**src/rtl/can_pkg.sv**
```systemverilog
// Shared types and defaults for the CAN transmit control unit.
package can_pkg;

  typedef enum logic [2:0] {
    S_IDLE    = 3'd0,
    S_FETCH   = 3'd1,
    S_LATCH   = 3'd2,
    S_REQUEST = 3'd3,
    S_ACTIVE  = 3'd4
  } cu_state_t;

  typedef logic [127:0] can_msg_t;

  localparam logic [2:0] CAN_MAX_RETRY_DEF = 3'd7;

endpackage

```
**src/rtl/can_tx_cu.sv**
```systemverilog
// CAN transmit control unit: pops one frame from the TX FIFO, hands it to the
// BSP, and handles retry on error, re-arbitration on loss, and software abort.
//   state   | meaning
//   IDLE    | waiting for a non-empty FIFO
//   FETCH   | FIFO read strobe
//   LATCH   | capture FIFO word, reset retry/abort bookkeeping
//   REQUEST | request the bus from the BSP
//   ACTIVE  | frame on the bus, waiting for done/err/arb_lost
module can_tx_cu
  import can_pkg::*;
#(
  parameter logic [2:0] MAX_RETRY = CAN_MAX_RETRY_DEF
) (
  input  logic         i_cu_sys_clk,
  input  logic         i_cu_reset,
  input  logic         i_cu_tx_empty,
  output logic         o_cu_tx_r_en,
  input  logic [127:0] i_cu_tx_fifo_r_data,
  output logic         o_cu_tx_req,
  output logic [127:0] o_cu_tx_message,
  input  logic         i_cu_tx_ack,
  input  logic         i_cu_tx_done,
  input  logic         i_cu_arb_lost,
  input  logic         i_cu_tx_err,
  input  logic         i_cu_abort,
  output logic         o_cu_txbsy,
  output logic         o_cu_tx_ok,
  output logic         o_cu_tx_fail,
  output logic [2:0]   o_cu_retry_cnt
);

  cu_state_t  r_state;
  can_msg_t   r_message;
  logic [2:0] r_retry_cnt;
  logic       r_abort_pend;
  logic       r_r_en;
  logic       r_tx_req;
  logic       r_txbsy;
  logic       r_tx_ok;
  logic       r_tx_fail;

  cu_state_t  w_state_nxt;
  logic [2:0] w_retry_nxt;
  logic       w_abort_nxt;
  logic       w_ok_nxt;
  logic       w_fail_nxt;
  logic       w_abort_any;

  // An abort arriving in the same cycle as an ACTIVE event counts as pending.
  assign w_abort_any = r_abort_pend | i_cu_abort;

  always_comb begin
    w_state_nxt = r_state;
    w_retry_nxt = r_retry_cnt;
    w_abort_nxt = r_abort_pend;
    w_ok_nxt    = 1'b0;
    w_fail_nxt  = 1'b0;
    case (r_state)
      S_IDLE: begin
        if (!i_cu_tx_empty) w_state_nxt = S_FETCH;
      end
      S_FETCH: w_state_nxt = S_LATCH;
      S_LATCH: begin
        w_state_nxt = S_REQUEST;
        w_retry_nxt = 3'd0;
        w_abort_nxt = 1'b0;
      end
      S_REQUEST: begin
        if (i_cu_abort) begin
          w_state_nxt = S_IDLE;
          w_fail_nxt  = 1'b1;
        end else if (i_cu_tx_ack) begin
          w_state_nxt = S_ACTIVE;
        end
      end
      S_ACTIVE: begin
        if (i_cu_abort) w_abort_nxt = 1'b1;
        if (i_cu_tx_done) begin
          w_state_nxt = S_IDLE;
          w_ok_nxt    = 1'b1;
        end else if (i_cu_tx_err) begin
          if (w_abort_any || (r_retry_cnt == MAX_RETRY)) begin
            w_state_nxt = S_IDLE;
            w_fail_nxt  = 1'b1;
          end else begin
            w_state_nxt = S_REQUEST;
            w_retry_nxt = r_retry_cnt + 3'd1;
          end
        end else if (i_cu_arb_lost) begin
          if (w_abort_any) begin
            w_state_nxt = S_IDLE;
            w_fail_nxt  = 1'b1;
          end else begin
            w_state_nxt = S_REQUEST;
          end
        end
      end
      default: w_state_nxt = S_IDLE;
    endcase
  end

  // Outputs are decoded from the next state so they line up with r_state.
  always_ff @(posedge i_cu_sys_clk) begin
    if (i_cu_reset) begin
      r_state      <= S_IDLE;
      r_message    <= '0;
      r_retry_cnt  <= 3'd0;
      r_abort_pend <= 1'b0;
      r_r_en       <= 1'b0;
      r_tx_req     <= 1'b0;
      r_txbsy      <= 1'b0;
      r_tx_ok      <= 1'b0;
      r_tx_fail    <= 1'b0;
    end else begin
      r_state      <= w_state_nxt;
      r_retry_cnt  <= w_retry_nxt;
      r_abort_pend <= w_abort_nxt;
      if (r_state == S_LATCH) r_message <= i_cu_tx_fifo_r_data;
      r_r_en       <= (w_state_nxt == S_FETCH);
      r_tx_req     <= (w_state_nxt == S_REQUEST);
      r_txbsy      <= (w_state_nxt != S_IDLE);
      r_tx_ok      <= w_ok_nxt;
      r_tx_fail    <= w_fail_nxt;
    end
  end

  assign o_cu_tx_r_en    = r_r_en;
  assign o_cu_tx_req     = r_tx_req;
  assign o_cu_tx_message = r_message;
  assign o_cu_txbsy      = r_txbsy;
  assign o_cu_tx_ok      = r_tx_ok;
  assign o_cu_tx_fail    = r_tx_fail;
  assign o_cu_retry_cnt  = r_retry_cnt;

endmodule

```
**config.mk**
```make
export PLATFORM = sky130hd
export DESIGN_NAME = can_tx_cu
export DESIGN_NICKNAME = d
export VERILOG_FILES = /design/src/rtl/can_pkg.sv /design/src/rtl/can_tx_cu.sv
export SDC_FILE = /design/constraint.sdc
export NUM_CORES = 1
export LEC_CHECK = 0
export CORE_MARGIN = 2
export CORE_UTILIZATION = 39
export DETAILED_ROUTE_END_ITERATION = 10
export PLACE_DENSITY = 0.85
export SLEW_MARGIN = 40
export SYNTH_ARGS = -nofsm -noshare
export SYNTH_HDL_FRONTEND = slang
export SYNTH_SLANG_ARGS = --single-unit
```
**constraint.sdc**
```tcl
create_clock -name i_cu_sys_clk -period 1.9 [get_ports i_cu_sys_clk]
set_input_delay 0.19 -clock i_cu_sys_clk [delete_from_list [all_inputs] [get_ports i_cu_sys_clk]]
set_output_delay 0.19 -clock i_cu_sys_clk [all_outputs]
set_load 0.03 [all_outputs]
```
**Word-level counts from Yosys, hierarchy flattened**

Cells that the tools add are included.
W data, S select, Z words.

- Register bits after elaboration: 140
- Input bits: 136
- Output and inout bits: 136
- Word-level logic and storage cells: 53

- Add/sub/neg operators: 1
- Equal/unequal tests: 11
- Muxes and demuxes: 23
- Bitwise operators: 2
- Reduce and logical (&&, ||, !) cells: 7

Operators by type and width:

| operator | number |
|---|---|
| $mux W3 | 9 |
| $pmux W3 S5 | 1 |
| $eq A3 B2 Y1 const B | 3 |
| $mux W1 | 8 |
| $ne A2 B2 Y1 const B | 4 |
| $eq A3 B1 Y1 const B | 2 |
| $eq A3 B3 Y1 const B | 2 |
| $pmux W3 S2 | 1 |
| $mux W2 | 2 |
| $pmux W1 S2 | 2 |
| $reduce_and A4 Y1 | 1 |
| $add A3 B1 Y3 const B | 1 |
| $logic_not A3 Y1 | 1 |
| $reduce_bool A3 Y1 | 1 |
| $reduce_and A2 Y1 | 1 |
| $reduce_bool A2 Y1 | 1 |
| $reduce_or A2 Y1 | 1 |
| $logic_or A1 B1 Y1 | 1 |
| $not A1 Y1 | 1 |
| $or A1 B1 Y1 | 1 |

**Depth between registers and ports, before layout**

- Word-level depth: 7
- Mapped depth: 7
- Depth with buffers taken out: 6

**Least setup slack after synthesis**

OpenSTA, ideal clock, no wires.

- Path type: register to register
- Start: register r_retry_cnt[0] (netlist: o_cu_retry_cnt[0])
- End: register r_r_en (netlist: o_cu_tx_r_en)
- Library setup time: 60 ps
- Arrival: 1516 ps
- Required time: 1840 ps
- Slack: 324 ps
- Cell stages (with the launch flop): 7
- Path buffers: 0
- Period minus slack after synthesis: 1576 ps
- Cells stage by stage: dfxtp_1 -> ha_1 -> ha_1 -> nand2_1 -> nand4b_1 -> a21boi_0 -> and3_1

- Longest elaborated chain between the ends: 7

Ends and longest elaborated chain:

| item | RTL line | RTL |
|---|---|---|
| start, declared | can_tx_cu.sv:34 | `logic [2:0] r_retry_cnt;` |
| start signal, assigned | can_tx_cu.sv:116 | `r_retry_cnt <= w_retry_nxt;` |
| $eq A3 B3 Y1 | can_tx_cu.sv:82 | `if (w_abort_any \|\| (r_retry_cnt == MAX_RETRY)) begin` |
| $logic_or A1 B1 Y1 | can_tx_cu.sv:82 |  |
| $mux W2 | can_tx_cu.sv:82 |  |
| $mux W3 | can_tx_cu.sv:81 | `end else if (i_cu_tx_err) begin` |
| $mux W3 | can_tx_cu.sv:78 | `if (i_cu_tx_done) begin` |
| $pmux W3 S5 | can_tx_cu.sv:58 | `case (r_state)` |
| $eq A3 B1 Y1 | can_tx_cu.sv:119 | `r_r_en <= (w_state_nxt == S_FETCH);` |
| end signal, assigned | can_tx_cu.sv:119 |  |
| end, declared | can_tx_cu.sv:36 | `logic r_r_en;` |

Every way passes these cells.
A chain may end at the register's enable or synchronous reset.

**Final worst setup path**

- Start: register r_retry_cnt[0] (netlist: o_cu_retry_cnt[0])
- End: output o_cu_retry_cnt[0]

RTL lines:

| item | RTL line | RTL |
|---|---|---|
| end, declared | can_tx_cu.sv:29 | `output logic [2:0] o_cu_retry_cnt` |

No word-level cell between the ends.

==> results.sh <==
export IMPL_start_util_pct=40.2
export IMPL_leakage_nw=2.99
export IMPL_largest_reg_flops=128
export IMPL_grt_pass1_wl_um=24000
export IMPL_ys_ff_latch=140
export IMPL_syn_to_final_growth_pct=65.5
export IMPL_clockBufferDepth=2
export IMPL_hold_path_class="primary input to register"
export IMPL_worst_ep_required_time_ns=1.71
export IMPL_finalMaxSlewViolations=0
export IMPL_timing_critical_path_from="o_cu_retry_cnt[0]"
export IMPL_ys_types=31
export IMPL_clk_latency_ns=0.42
export IMPL_intPower_mw=6.18
export IMPL_powerDensity_mw_per_mm2=986
export IMPL_final_cell_mix="clkdlybuf4s50_1 (270), nand2_1 (260), dfxtp_1 (140)"
export IMPL_max_freq_mhz=593
export IMPL_track_usage_pct=21.6
export IMPL_cp_top_family="buffers and inverters"
export IMPL_status="complete, no violations"
export IMPL_setup_worst_path_class="register to output port"
export IMPL_cp_depth=1
export IMPL_drv_cap=0
export IMPL_rsz0062_at_grt="false"
export IMPL_syn_cell_area_sq_mm=0.00509
export IMPL_hold_viol_final=0
export IMPL_p_switching_mw=2.12
export IMPL_tns_ns=0
export IMPL_gp_congestion=0.796
export IMPL_cts_max_level=4
export IMPL_drcViolationCount=0
export IMPL_first_pass_iters=4
export IMPL_worstPathMaxFanout=4
export IMPL_synthCells=619
export IMPL_fin_nets=1008
export IMPL_io_buffers=271
export IMPL_fp_dieH_um=118
export IMPL_ys_warn_count=0
export IMPL_antenna_left=0
export IMPL_antennaDiodeCount=0
export IMPL_worst_path_buf_inv=1
export IMPL_p_clk_share_pct=43.3
export IMPL_holdBufCountCts=0
export IMPL_dp_hpwl_um=10400
export IMPL_vias=5026
export IMPL_post_drt_wl_per_cell_um=14.4
export IMPL_rr_endpoint="o_cu_tx_r_en"
export IMPL_setup_viol_count_final=0
export IMPL_grt_max_degree=75
export IMPL_period_share_pct=88.8
export IMPL_cts_root_buf="clkbuf_16"
export IMPL_max_stage_delay_ns=0.71
export IMPL_fp_dieW_um=118
export IMPL_cts_sink_count=140
export IMPL_hold_ws_ns=0.211
export IMPL_ios=272
export IMPL_die_area_sq_mm=0.0140
export IMPL_rows=41
export IMPL_coreArea_sq_mm=0.0127
export IMPL_post_cts_setup_buffer_count=0
export IMPL_post_synth_cell_area_avg_sq_um=8.22
export IMPL_antenna_found_initial=0
export IMPL_grt_pass1_vias=4858
export IMPL_cts_reportedPaths_clkPinSlew_ns=0.06
export IMPL_ir_worst_vdd_uv=611
export IMPL_totalWireLength_um=15200
export IMPL_relSlewSlack_pct=70.6
export IMPL_drt_iter0_drc=315
export IMPL_critPathCaptureType="output port"
export IMPL_path_cells="clkdlybuf4s50_1"
export IMPL_yosysSeqAreaShare_pct=55.1
export IMPL_hold_depth=2
export IMPL_cts_made_buffers=17
export IMPL_start_kind="register"
export IMPL_reg2reg_slack_ns=0.33
export IMPL_worst_pin_slew_ns=0.440
export IMPL_critPathCapture="o_cu_retry_cnt[0]"
export IMPL_synth_nets=757
export IMPL_cts_resized=0
export IMPL_cts_tree="done"
export IMPL_layout_drive_gt1_share_pct=4.99
export IMPL_layout_commonest_cell="clkdlybuf4s50_1"
export IMPL_grt_overflow=0
export IMPL_ff2ff_path_depth=6
export IMPL_switching_share_pct=25.5
export IMPL_vias_per_cell=4.77
export IMPL_post_route_min_period_ns=1.69
export IMPL_crit_slowest_cell="clkdlybuf4s50_1"
export IMPL_seqPwrFrac_pct=38.6
export IMPL_rr_startpoint="o_cu_retry_cnt[0]"
export IMPL_finClkSkew_ns=0.00665
export IMPL_pwr_share_comb_pct=18.0
export IMPL_arrival_ns=1.50
## cells in the mapped netlist (all sizes together)
cell | number | area share (%)
nand4b | 2 | 0.34
nor2b | 2 | 0.25
buf | 31 | 6.0
inv | 1 | 0.074
and2 | 2 | 0.25
nor3 | 1 | 0.098
o311ai | 1 | 0.17
mux2i | 2 | 0.39
nor4b | 1 | 0.47
o21ai | 3 | 0.29
nand2 | 260 | 19
a21boi | 1 | 0.15
a21o | 1 | 0.15
a21oi | 130 | 13
ha | 2 | 0.49
o21bai | 2 | 0.29
and3 | 1 | 0.12
clkbuf | 15 | 1.1
nor3b | 2 | 0.29
dfxtp | 140 | 55
nor2 | 11 | 0.81
nand3b | 2 | 0.29
or3b | 1 | 0.17
a31oi | 3 | 0.37
or2 | 1 | 0.12
mux2 | 1 | 0.22
## layer usage
layer / global-route usage (%) / vias up / share of wire [%]
li1: - / 2499 / -
met1: 23.2 / 2285 / 39
met3: 8.74 / 35 / 8.7
met5: 0 / - / 0
met2: 37.0 / 207 / 50
met4: 10.2 / 0 / 2.9
## power groups by stage
stage / registers [mW] / clock network (mW) / logic, mW
CTS: 3.21 / 3.67 / 1.51
finish: 3.21 / 3.60 / 1.50
detailed placement: 3.27 / 0 / 1.50
floorplan: 3.60 / 0 / 0.489
global route: 3.23 / 3.80 / 1.60
global placement: 3.26 / 0 / 1.48
## worst min-delay path by stage
| stage | from | to | slack [ns] |
|---|---|---|---|
| floorplan | i_cu_tx_done | o_cu_tx_ok | 0.31 |
| global placement | o_cu_tx_message[69] | o_cu_tx_message[69] | 0.44 |
| detailed placement | o_cu_tx_message[120] | o_cu_tx_message[120] | 0.45 |
| CTS | i_cu_reset | o_cu_retry_cnt[0] | 0.19 |
| global route | i_cu_reset | o_cu_retry_cnt[1] | 0.22 |
| finish | i_cu_reset | o_cu_retry_cnt[0] | 0.21 |
## stage by stage
| stage | utilization [%] | cell area, sq um | total power [mW] | setup slack, ns | cells |
|---|---|---|---|---|---|
| 2_1_floorplan | - | 5090 | 4.09 | 0.324 | 619 |
| 3_3_place_gp | 61.4 | 7780 | 4.74 | 0.169 | 1023 |
| 3_5_place_dp | 61.4 | 7780 | 4.77 | 0.123 | 1023 |
| 4_1_cts | 66.5 | 8430 | 8.38 | 0.194 | 1054 |
| 5_1_grt | 66.5 | 8430 | 8.63 | 0.120 | 1054 |
| 6_report | 66.5 | 8430 | 8.30 | 0.212 | 1054 |
## cells by family after synthesis
kind of cell	synth area share (%)
muxes	0.615
buffers and inverters	7.15
adders and majority gates	0.492
and+or+nand+nor	22.4
DFF	55.1
AOI/OAI and AO/OA	14.3
## layout make-up
type | instances | area (sq um)
Tap cell | 172 | 215
Clock inverter | 11 | 191
Sequential cell | 140 | 2800
Fill cell | 968 | 4250
Clock buffer | 20 | 457
Timing Repair Buffer | 278 | 2830
Inverter | 1 | 3.75
Multi-Input combinational cell | 432 | 1930
No activity file was read; power rests on OpenSTA's default activity.
